===== config.mk =====
export PLATFORM = sky130hd
export DESIGN_NAME = jstk_spi_responder
export DESIGN_NICKNAME = d
export VERILOG_FILES = /design/src/rtl/jstk_spi_responder.sv
export SDC_FILE = /design/constraint.sdc
export NUM_CORES = 1
export LEC_CHECK = 0
export CAP_MARGIN = 20
export CORE_MARGIN = 1
export CORE_UTILIZATION = 39
export DETAILED_ROUTE_END_ITERATION = 7
export PLACE_DENSITY_LB_ADDON = 0.12
export SLEW_MARGIN = 20
export SYNTH_ARGS = -nofsm -noshare
export SYNTH_HDL_FRONTEND = slang
export SYNTH_SLANG_ARGS = --single-unit

===== constraint.sdc =====
create_clock -name clk -period 1.8 [get_ports clk]
set_clock_uncertainty 0.15 [all_clocks]
set_input_delay 0.36 -clock clk [delete_from_list [all_inputs] [get_ports clk]]
set_output_delay 0.36 -clock clk [all_outputs]
set_load 0.02 [all_outputs]

===== src/rtl/jstk_spi_responder.sv =====
// SPI mode-0 responder standing in for the PmodJSTK: serves X/Y/buttons, decodes the LED command byte.
// Latency: SYNC_STAGES+1 clk cycles from any SPI pin edge to its effect on miso or the frame pulses.
// Backpressure: none; the master paces the link and SCLK phases must each last >= 4 clk cycles.
module jstk_spi_responder #(
    parameter int SYNC_STAGES = 2,
    parameter int FRAME_BYTES = 5
) (
    input  logic       clk,
    input  logic       rst,
    input  logic       sclk,
    input  logic       ss,
    input  logic       mosi,
    output logic       miso,
    input  logic [9:0] x_pos,
    input  logic [9:0] y_pos,
    input  logic [2:0] btn,
    output logic [1:0] led_cmd,
    output logic       frame_done,
    output logic       frame_err
);

    localparam int         FRAME_BITS = 8 * FRAME_BYTES;
    localparam logic [5:0] CNT_FULL   = 6'(FRAME_BITS);
    localparam logic [5:0] CNT_SAT    = 6'(FRAME_BITS + 1);

    typedef enum logic {IDLE, ACTIVE} state_t;

    state_t                   state, state_nxt;
    logic [SYNC_STAGES-1:0]   sclk_sync, ss_sync, mosi_sync, fill_sr;
    logic                     sclk_d, ss_d, armed;
    logic                     sclk_q, ss_q, mosi_q;
    logic                     sclk_rise, sclk_fall, ss_rise, ss_fall;
    logic                     load, end_frame, shift_rx, shift_tx;
    logic [FRAME_BITS-1:0]    tx_sr, rx_sr, tx_load;
    logic [5:0]               bit_cnt;
    logic                     cmd_ok;

    assign sclk_q = sclk_sync[SYNC_STAGES-1];
    assign ss_q   = ss_sync[SYNC_STAGES-1];
    assign mosi_q = mosi_sync[SYNC_STAGES-1];

    // fill_sr marks when the ss chain holds a real sample, so an ss already low
    // at reset release is never mistaken for a frame start.
    always_ff @(posedge clk or negedge rst) begin
        if (!rst) begin
            sclk_sync <= '0;
            ss_sync   <= '1;
            mosi_sync <= '0;
            fill_sr   <= '0;
            sclk_d    <= 1'b0;
            ss_d      <= 1'b1;
            armed     <= 1'b0;
        end else begin
            sclk_sync <= {sclk_sync[SYNC_STAGES-2:0], sclk};
            ss_sync   <= {ss_sync[SYNC_STAGES-2:0], ss};
            mosi_sync <= {mosi_sync[SYNC_STAGES-2:0], mosi};
            fill_sr   <= {fill_sr[SYNC_STAGES-2:0], 1'b1};
            sclk_d    <= sclk_q;
            ss_d      <= ss_q;
            armed     <= armed | (fill_sr[SYNC_STAGES-1] & ss_q);
        end
    end

    assign sclk_rise = sclk_q & ~sclk_d;
    assign sclk_fall = ~sclk_q & sclk_d;
    assign ss_rise   = ss_q & ~ss_d;
    assign ss_fall   = ~ss_q & ss_d & armed;

    always_ff @(posedge clk or negedge rst) begin
        if (!rst) state <= IDLE;
        else      state <= state_nxt;
    end

    always_comb begin
        state_nxt = state;
        case (state)
            IDLE:    if (ss_fall) state_nxt = ACTIVE;
            ACTIVE:  if (ss_rise) state_nxt = IDLE;
            default: state_nxt = IDLE;
        endcase
    end

    // ss rise takes priority over a coincident sclk edge
    always_comb begin
        load      = 1'b0;
        end_frame = 1'b0;
        shift_rx  = 1'b0;
        shift_tx  = 1'b0;
        miso      = 1'b0;
        case (state)
            IDLE:   load = ss_fall;
            ACTIVE: begin
                end_frame = ss_rise;
                shift_rx  = sclk_rise & ~ss_rise;
                shift_tx  = sclk_fall & ~ss_rise;
                miso      = tx_sr[FRAME_BITS-1];
            end
            default: ;
        endcase
    end

    always_comb begin
        tx_load = '0;
        tx_load[FRAME_BITS-1 -: 40] = {y_pos[7:0], 6'b0, y_pos[9:8],
                                       x_pos[7:0], 6'b0, x_pos[9:8], 5'b0, btn};
    end

    assign cmd_ok = (rx_sr[FRAME_BITS-1 -: 6] == 6'b100000) && (bit_cnt == CNT_FULL);

    always_ff @(posedge clk or negedge rst) begin
        if (!rst) begin
            tx_sr      <= '0;
            rx_sr      <= '0;
            bit_cnt    <= '0;
            led_cmd    <= 2'b00;
            frame_done <= 1'b0;
            frame_err  <= 1'b0;
        end else begin
            frame_done <= end_frame & cmd_ok;
            frame_err  <= end_frame & ~cmd_ok;
            if (end_frame && cmd_ok)
                led_cmd <= rx_sr[FRAME_BITS-7 -: 2];
            if (load) begin
                tx_sr   <= tx_load;
                rx_sr   <= '0;
                bit_cnt <= '0;
            end
            if (shift_rx) begin
                rx_sr <= {rx_sr[FRAME_BITS-2:0], mosi_q};
                if (bit_cnt != CNT_SAT)
                    bit_cnt <= bit_cnt + 6'd1;
            end
            if (shift_tx)
                tx_sr <= {tx_sr[FRAME_BITS-2:0], 1'b0};
        end
    end

endmodule

==> impl_metrics.tcl <==
set metrics [dict create \
    worst_setup_path_end_kind "flip-flop" \
    cell_depth_of_the_worst_min_delay_path 0 \
    post_synth_edffs 0 \
    power_switching_share 0.2487 \
    irDropWorstVdd_uv 481.8 \
    critical-path-slowest-cell "sky130_fd_sc_hd__dfstp_2" \
    switching_power_summed_over_all_nets_mw 1.221 \
    syn_to_final_growth_pct 29.39 \
    post-synth-top-area-cell "sky130_fd_sc_hd__dfrtp_1" \
    netlist.area_leader.share 0.6408 \
    dp.final_hpwl_um 4364 \
    p_comb_frac 0.158 \
    slew_viol_final 0 \
    power.sequential.fraction 0.543 \
    finalSetupTns_ns -0.6629 \
    timing.final.setup_violations 14 \
    start_kind "flip-flop" \
    detailroute.via_count 2448 \
    post-place-ws_ns -0.2153 \
    drc_errors_left 0 \
    finalWorstPathRequiredPeriod_ns 1.862 \
    worst_r2r_start "ss_sync[1]$_DFF_PN1_" \
    io_pins 33 \
    clk_pwr_share 0.299 \
    grt_overflow 0 \
    drtAntennaViolNets 0 \
    syn-num-nets 306 \
    detailedRoute.firstPassIterationCount 4 \
    sum_of_internal_switching_and_leakage_power_mw 4.909 \
    outcome "complete, but fails checks" \
    routed_via_density 5.242 \
    critical_path.reg2reg.endpoint "rx_sr[17]$_DFFE_PN0P_" \
    grt_most_used_layer "met2" \
    number_of_antenna_violations_at_the_first_check_in_global_routing 0 \
    cts_inserted_buffers 9 \
    cp_dominant_cell_by_count "sky130_fd_sc_hd__buf_6" \
    required_ns 1.91 \
    count_of_state_elements_after_synthesis 102 \
    ctsHtreeMaxLevel 3 \
    path_depth 7 \
    worst_hold_path.endpoint "fill_sr[1]$_DFF_PN0_" \
    cell_types_with_the_highest_counts_after_synthesis "99 x sky130_fd_sc_hd__dfrtp_1, 79 x sky130_fd_sc_hd__a22o_1, 23 x sky130_fd_sc_hd__a21o_1, 10 x sky130_fd_sc_hd__clkbuf_1, 9 x sky130_fd_sc_hd__nand2_1" \
    rsz0062_at_grt "true" \
    hold_class "reg -> reg" \
    critical_path_buf_inv_count 4 \
    fp.coreArea_sq_mm 0.009415 \
    cells_along_the_critical_path "nor2b_4 > buf_6 > nor4b_4 > buf_6 > buf_12 > bufbuf_16 > a22o_1" \
    most_instantiated_library_cell_after_synthesis "sky130_fd_sc_hd__dfrtp_1" \
    r2r_slack_ns -0.06 \
    numPortBuffers 32 \
    synth-warning-count 0 \
    drtIter0Drc 85 \
    finalWorstSetupSlack_ns -0.06227 \
    timing.critical_path.arrival_ns 1.97 \
    layout-drive-gt1-share 0.2041 \
    mappedNetlistArea_sq_mm 0.003866 \
    power.internal_mw 3.688 \
    width_of_the_die_um 101.6 \
    clock_sink_count 102 \
    die-area_sq_mm 0.01032 \
    layout.filler_cells 802 \
    failed_checks "negative setup slack" \
    hold_slack_ns 0.1957 \
    grt_pass1_vias 2541 \
    startpoint_of_the_most_critical_hold_path "fill_sr[0]$_DFF_PN0_" \
    drt-wirelength-per-cell_um 16.38 \
    rows 35 \
    worst_setup_hold_path_clk_slew_ns 0.10 \
    grt_first_pass_wirelength_um 12810 \
    clock_network_latency_to_the_later_pin_of_the_worst_skew_pair_ns 0.37 \
    timing.final.hold_violations 0 \
    gp_congestion 0.6955 \
    tritoncts "yes" \
    maxCapViolCount 0 \
    synth_seq_area_share 0.6612 \
    pwr_density_cell_mw_per_mm2 981.4 \
    timing.setup.critical_path_class "reg -> reg" \
    nNetsFinal 364 \
    cts-root-to-sink-buffers 2 \
    ys_types 35 \
    antenna_fix_cells 0 \
    maximum_number_of_pins_on_one_net_before_global_route_repair 50 \
    synth_area_per_cell_sq_um 14.06 \
    globalRouteMet2Util 0.2536 \
    critPathTopFamily "buffers and inverters" \
    r2r_cells 7 \
    fmax_ghz 0.5370 \
    post_synth_main_area_contributors "sky130_fd_sc_hd__dfrtp_1 64%, sky130_fd_sc_hd__a22o_1 18%, sky130_fd_sc_hd__a21o_1 4.5%" \
    met1_usage 0.2201 \
    dieHeight_um 101.6 \
    grt.met3_usage 0.04624 \
    synthArstFlopShare 1.000 \
    leakage_nw 2.451 \
    floorplan.initialDensity 0.4106 \
    final_min_period_over_clock_period 1.035 \
    crit_path_max_incr_delay_ns 0.54 \
    clockRootBuffer "sky130_fd_sc_hd__clkbuf_8" \
    critPathMaxFanout 8 \
    dominantRegCellSynth "sky130_fd_sc_hd__dfrtp_1" \
    grt_util_all_layers 0.1644 \
    drt-total-wl_um 7648 \
    postSynthCellCount 275 \
]
## sequential cells by signal, summed over array words and instances (netlist names)
name	cells
sclk_d	1
frame_done	1
sclk_sync	2
tx_sr	40
mosi_sync	2
ss_d	1
armed	1
ss_sync	2
state	1
led_cmd	2
frame_err	1
bit_cnt	6
fill_sr	2
rx_sr	40
## metal layers
metal / routed length [um] / vias up
met2: 3517 / 47
met1: 3761 / 1238
met4: 98 / 0
met5: 0 / -
met3: 270 / 9
li1: - / 1154
## layout by cell type (no fill, tap or decap), drive strengths merged, types with 2 or more instances in the layout
| cell | netlist | final |
|---|---|---|
| clkbuf | 10 | 15 |
| and3 | 2 | 2 |
| mux2 | 2 | 2 |
| nand3 | 3 | 3 |
| mux2i | 3 | 3 |
| dfrtp | 99 | 99 |
| nor3 | 2 | 2 |
| nand2 | 9 | 9 |
| a22o | 79 | 79 |
| dlygate4sd2 | 0 | 4 |
| clkdlybuf4s50 | 0 | 26 |
| bufbuf | 0 | 2 |
| a21o | 23 | 23 |
| dfstp | 3 | 3 |
| nor2 | 5 | 5 |
| inv | 4 | 4 |
| ha | 3 | 3 |
| a21oi | 2 | 2 |
| and2 | 2 | 2 |
| buf | 8 | 30 |
| nor4b | 2 | 2 |
## timing repair
action,in CTS,in global routing
cloned,5,0
setup endpoints to repair,91,87
hold endpoints to repair,21,0
gates resized for setup,15,13
pin swaps,9,8
setup buffers,7,0
hold buffers,1,0
## cells by family (layout without fill, tap and decap cells)
family / count (synthesis) / after routing / share of synthesized area
muxes: 5 / 5 / 0.01359
DFF: 102 / 102 / 0.6612
buffers and inverters: 22 / 85 / 0.02460
and+or+nand+nor: 33 / 33 / 0.05340
adders and majority gates: 3 / 3 / 0.009710
xor gates and xnor gates: 1 / 1 / 0.002266
AOI/OAI and AO/OA: 108 / 108 / 0.2343
other: 1 / 1 / 0.0009699
## final cells by class
| type | count | area (sq um) | share of cell area |
|---|---|---|---|
| clock buffers | 13 | 158.9 | 0.03177 |
| clock inverters | 3 | 42.54 | 0.008504 |
| inverters | 4 | 15.01 | 0.003001 |
| multi-input cells | 151 | 1296 | 0.2591 |
| flip-flops and latches | 102 | 2556 | 0.5110 |
| well taps | 129 | 161.4 | 0.03227 |
| repair buffers | 65 | 772.0 | 0.1543 |
## how the worst max path moves through the flow
stage                               startpoint               endpoint  slack (ns)
after global placement          ss_d$_DFF_PN1_   tx_sr[9]$_DFFE_PN0P_       -0.17
after global routing            ss_d$_DFF_PN1_   bit_cnt[0]$_DFF_PN0_       -0.11
after CTS                       ss_d$_DFF_PN1_   bit_cnt[0]$_DFF_PN0_       -0.07
after detailed placement        ss_d$_DFF_PN1_  tx_sr[36]$_DFFE_PN0P_       -0.22
after floorplan                 ss_d$_DFF_PN1_   tx_sr[1]$_DFFE_PN0P_        0.01
final                     ss_sync[1]$_DFF_PN1_  rx_sr[17]$_DFFE_PN0P_       -0.06
## power by group through the flow
stage	clock network, mW	registers, mW	logic (mW)
after floorplan	0	2.69	0.375
after global placement	0	2.71	0.667
after detailed placement	0	2.71	0.683
after CTS	1.52	2.66	0.767
after global routing	1.60	2.70	0.851
final	1.47	2.67	0.776
## metrics by stage
stage,instances,utilization,cell area (sq um)
after floorplan,275,-,3871
after global placement,438,0.4789,4509
after detailed placement,438,0.4789,4509
after CTS,467,0.5262,4955
after global routing,467,0.5313,5002
final,467,0.5313,5002
Power figures use the tool's default switching activity.
